--- src/rtl/mem_arbiter.sv ---
// Arbitrates a fetch port and a data port onto one registered memory port.
// Data wins contention until MAX_DATA_STREAK back-to-back data grants have starved a waiting fetch.
module mem_arbiter #(
  parameter int unsigned MAX_DATA_STREAK = 4
) (
  input  logic        clk,
  input  logic        reset,
  input  logic        ip_inst_req,
  input  logic [31:0] ip_inst_addr,
  output logic        op_inst_valid,
  output logic [31:0] op_inst_data,
  input  logic        ip_data_rd,
  input  logic        ip_data_wr,
  input  logic [31:0] ip_data_addr,
  input  logic [3:0]  ip_data_mask,
  input  logic [31:0] ip_data_wdata,
  output logic        op_data_valid,
  output logic [31:0] op_data_rdata,
  output logic [31:0] op_mem_addr,
  output logic        op_mem_rd,
  output logic        op_mem_wr,
  output logic [3:0]  op_mem_mask,
  output logic [31:0] op_mem_wdata,
  input  logic        ip_mem_valid,
  input  logic [31:0] ip_mem_rdata
);

  typedef enum logic [1:0] {IDLE, BUSY_I, BUSY_D, RESP} state_t;

  localparam logic [3:0] STREAK_MAX = 4'(MAX_DATA_STREAK);

  state_t     state;
  logic [3:0] streak;
  logic       data_req;
  logic       grant_d;
  logic       grant_i;

  always_comb begin
    data_req = ip_data_rd | ip_data_wr;
    grant_d  = data_req && (!ip_inst_req || (streak != STREAK_MAX));
    grant_i  = ip_inst_req && !grant_d;
  end

  always_ff @(posedge clk or negedge reset) begin
    if (!reset) begin
      state         <= IDLE;
      streak        <= '0;
      op_inst_valid <= 1'b0;
      op_inst_data  <= '0;
      op_data_valid <= 1'b0;
      op_data_rdata <= '0;
      op_mem_addr   <= '0;
      op_mem_rd     <= 1'b0;
      op_mem_wr     <= 1'b0;
      op_mem_mask   <= '0;
      op_mem_wdata  <= '0;
    end else begin
      case (state)
        IDLE: begin
          if (grant_d) begin
            state        <= BUSY_D;
            op_mem_addr  <= ip_data_addr;
            op_mem_mask  <= ip_data_mask;
            op_mem_wdata <= ip_data_wdata;
            // A simultaneous read and write is issued as the write.
            op_mem_wr    <= ip_data_wr;
            op_mem_rd    <= !ip_data_wr;
            if (!ip_inst_req)
              streak <= '0;
            else if (streak != STREAK_MAX)
              streak <= streak + 4'd1;
          end else if (grant_i) begin
            state        <= BUSY_I;
            op_mem_addr  <= ip_inst_addr;
            op_mem_mask  <= 4'hF;
            op_mem_wdata <= '0;
            op_mem_rd    <= 1'b1;
            op_mem_wr    <= 1'b0;
            streak       <= '0;
          end
        end
        BUSY_I, BUSY_D: begin
          if (ip_mem_valid) begin
            state     <= RESP;
            op_mem_rd <= 1'b0;
            op_mem_wr <= 1'b0;
            if (state == BUSY_I) begin
              op_inst_valid <= 1'b1;
              op_inst_data  <= ip_mem_rdata;
            end else begin
              op_data_valid <= 1'b1;
              op_data_rdata <= op_mem_wr ? '0 : ip_mem_rdata;
            end
          end
        end
        RESP: begin
          state         <= IDLE;
          op_inst_valid <= 1'b0;
          op_data_valid <= 1'b0;
        end
        default: state <= IDLE;
      endcase
    end
  end

endmodule

--- config.mk ---
export PLATFORM = sky130hd
export DESIGN_NAME = mem_arbiter
export DESIGN_NICKNAME = d
export VERILOG_FILES = /design/src/rtl/mem_arbiter.sv
export SDC_FILE = /design/constraint.sdc
export NUM_CORES = 1
export LEC_CHECK = 0
export ABC_AREA = 0
export CAP_MARGIN = 5
export CORE_MARGIN = 2
export CORE_UTILIZATION = 42
export CTS_CLUSTER_DIAMETER = 200
export DETAILED_ROUTE_END_ITERATION = 7
export PLACE_DENSITY = 0.82
export SLEW_MARGIN = 40
export SYNTH_ARGS = -nofsm -noshare
export SYNTH_HDL_FRONTEND = slang
export SYNTH_SLANG_ARGS = --single-unit
--- constraint.sdc ---
create_clock -name clk -period 2.3 [get_ports clk]
set_clock_uncertainty 0.1 [all_clocks]
set_input_delay 0.575 -clock clk [delete_from_list [all_inputs] [get_ports clk]]
set_output_delay 0.575 -clock clk [all_outputs]
set_load 0.005 [all_outputs]
==> impl_metrics.env <==
export IMPL_row_count=43
export IMPL_first_pass_iters=5
export IMPL_grt_pass1_vias=5367
export IMPL_place_area_sq_um=8987
export IMPL_wl_per_cell_um=18.00
export IMPL_holdPathStages=2
export IMPL_start_util_pct=43.21
export IMPL_crit_family="buffers and inverters"
export IMPL_min_from="op_data_rdata[24]$_DFFE_PN0P_"
export IMPL_finalPower_mw=13.00
export IMPL_worstPathArrival_ns=1.36
export IMPL_hold_end="op_data_rdata[24]$_DFFE_PN0P_"
export IMPL_worst_slew_pin_slew_ns=0.4636
export IMPL_avgSynthCellArea_sq_um=11.27
export IMPL_powerDensity_nw_per_um2=1352
export IMPL_gp_congestion=0.8319
export IMPL_syn_area_sq_um=6021
export IMPL_clk_latency_ns=0.42
export IMPL_async_flop_share_pct=100.0
export IMPL_htree_levels=4
export IMPL_drive_above_1_share_pct=7.824
export IMPL_layout_min_cycle_time_ns=2.037
export IMPL_maxCapViolCount=0
export IMPL_io_pin_count=274
export IMPL_cts_tree="yes"
export IMPL_fp_coreArea_sq_um=13930
export IMPL_vias_per_cell=5.422
export IMPL_rsz0062_at_grt="no"
export IMPL_report_final_slew_viol_count=0
export IMPL_timing_rr_start="state[0]$_DFFE_PN0P_"
export IMPL_hold_viol_final=0
export IMPL_worst_path_max_fanout=3
export IMPL_cpPeakStageDelay_ns=0.56
export IMPL_cp_end_kind="output pin"
export IMPL_final_cells=998
export IMPL_cp_buffers_inverters=1
export IMPL_synth_flop_cell="dfrtp_1"
export IMPL_cts_root_buf="clkbuf_16"
export IMPL_fin_area_sq_um=9618
export IMPL_ant_nets=0
export IMPL_reg2reg_slack_ns=0.49
export IMPL_cts_sink_count=142
export IMPL_port_buffers=273
export IMPL_synth_nets=677
export IMPL_worst_setup_path_startpoint="op_inst_valid$_DFFE_PN0P_"
export IMPL_cts_path_max_buffers=2
export IMPL_ys_seq_area_share_pct=59.02
export IMPL_relSlewSlack_pct=68.29
export IMPL_die_w_um=123.7
export IMPL_worstHoldPathType="reg2reg"
export IMPL_drt_initial_drc_count=326
export IMPL_dp_cells=965
export IMPL_drt_total_wl_um=17970
export IMPL_dr_total_vias=5411
export IMPL_synth_edf_count=0
export IMPL_critPathLaunchType="register"
export IMPL_period_share_pct=88.57
export IMPL_crit_slowest_cell="clkdlybuf4s50_1"
export IMPL_drc=0
export IMPL_vdd_drop_max_v=0.0005467
export IMPL_r2r_end="op_data_valid$_DFFE_PN0P_"
export IMPL_worstPathCellList="clkdlybuf4s50_1"
export IMPL_ys_seq_elements=142
export IMPL_post_route_util_pct=69.02
export IMPL_numCtsBuffers=17
export IMPL_yosysUniqueCellTypes=42
export IMPL_track_usage_pct=23.51
export IMPL_crit_type="reg2out"
export IMPL_leakagePower_nw=4.019
export IMPL_yosysWarnings=0
export IMPL_hpwl_um=13000
export IMPL_grt_start_max_net_pins=67
export IMPL_grt_overflow_total=0
export IMPL_r2r_cells=6
export IMPL_clk_pin_slew_ns=0.06
export IMPL_grt_pass1_wl_um=27460
export IMPL_crit_required_ns=1.62
export IMPL_n_antenna_cell=0
export IMPL_status="completed"
export IMPL_fillCellCount=977
export IMPL_fp_dieH_um=123.7
export IMPL_fmax_mhz=490.9
export IMPL_syn_to_final_growth_pct=59.75
export IMPL_antenna_found_initial=1
export IMPL_fin_nets=948
export IMPL_die_area_sq_um=15310
export IMPL_synthCells=534
export IMPL_setup_violations=0
cells in the final DEF (no fill, tap or decap), types with 2 or more instances in the layout:
master,n
dfrtp_1,142
nor2_1,33
o22a_1,4
inv_1,6
inv_6,4
ha_1,5
nand3b_1,2
clkinv_4,2
o21ai_0,31
buf_4,15
clkinvlp_4,3
nand3_1,2
buf_6,3
a31oi_1,35
mux2_1,29
nor2b_1,2
o21ai_1,35
a22o_1,34
mux2_2,3
nand2b_1,32
nand2_1,36
clkbuf_16,17
buf_12,6
a21oi_1,34
o2bb2ai_1,2
nor3b_1,2
clkdlybuf4s50_1,272
bufinv_16,3
layer usage:
metal / routed length (um) / global-route usage, % / vias up / share of wire, %
met5: 13 / 0 / - / 0.072
met4: 416 / 9.588 / 2 / 2.3
met3: 1969 / 9.524 / 30 / 11
met2: 8851 / 39.15 / 267 / 49
met1: 6716 / 26.92 / 2651 / 37
li1: - / - / 2461 / -
final cells by class:
type	count	area [sq um]	share of cell area [%]
clock inverters	14	181.4	1.886
multi-input cells	341	2197	22.84
clock buffers	18	439.2	4.566
well taps	180	225.2	2.342
inverters	6	22.52	0.2342
repair buffers	297	2999	31.18
flip-flops and latches	142	3553	36.95
where the power goes:
part           switching (mW)  internal, mW
Clock                    1.10          1.76
Combinational            2.34          3.40
Sequential              0.712          3.71
Total                    4.14          8.86
registers in the layout, summed over array words and instances (netlist names):
signal,cells
op_data_rdata,32
op_inst_data,32
op_mem_addr,32
op_mem_wdata,32
op_mem_mask,4
streak,4
state,2
op_data_valid,1
op_inst_valid,1
op_mem_rd,1
op_mem_wr,1
cell families after synthesis:
family / synth area share [%]
buffers and inverters: 4.530
AND/OR/NAND/NOR: 9.601
adder cells (fa/ha/maj): 1.039
AO/OA/AOI/OAI: 19.83
multiplexers: 5.985
flip-flops: 59.02
metrics by stage:
stage / setup slack [ns] / setup TNS (ns) / hold slack, ns
6_report: 0.2629 / 0 / 0.3836
5_1_grt: 0.1681 / 0 / 0.4032
4_1_cts: 0.2177 / 0 / 0.3891
3_5_place_dp: -0.1184 / -2.599 / 0.3750
3_3_place_gp: -0.2473 / -8.813 / 0.3660
2_1_floorplan: 0.6040 / 0 / 0.1794
cells in the mapped netlist (2+ instances only):
cell / instances / area share (%)
buf_2: 26 / 2.2
nand2b_1: 32 / 3.3
o2bb2ai_1: 2 / 0.29
o21ai_0: 31 / 2.6
o21ai_1: 35 / 2.9
a21oi_1: 34 / 2.8
a22o_1: 34 / 4.9
nand3b_1: 2 / 0.25
ha_1: 5 / 1.0
nand2_1: 36 / 2.2
inv_1: 6 / 0.37
nand3_1: 2 / 0.17
nor2b_1: 2 / 0.21
mux2_1: 29 / 5.4
o22a_1: 4 / 0.58
dfrtp_1: 142 / 59
buf_4: 3 / 0.37
a31oi_1: 35 / 3.6
nor3b_1: 2 / 0.25
clkbuf_1: 11 / 0.69
mux2_2: 3 / 0.56
buf_6: 5 / 0.94
nor2_1: 34 / 2.1
how the worst max path moves through the flow:
stage,depth (start not counted),endpoint,slack (ns)
global placement,4,op_mem_wdata[23]$_DFFE_PN0P_,-0.25
global route,6,state[1]$_DFFE_PN0P_,0.17
finish,1,op_inst_valid,0.26
CTS,1,op_inst_valid,0.22
detailed placement,6,op_mem_addr[23]$_DFFE_PN0P_,-0.12
floorplan,5,state[1]$_DFFE_PN0P_,0.60
repair_timing:
| item | 4_1_cts | 5_1_grt |
|---|---|---|
| resized for setup | 0 | 0 |
| setup buffers | 0 | 0 |
| hold endpoints to repair | 1 | 0 |
| hold buffers | 1 | 0 |
(Power assumes the default switching activity.)
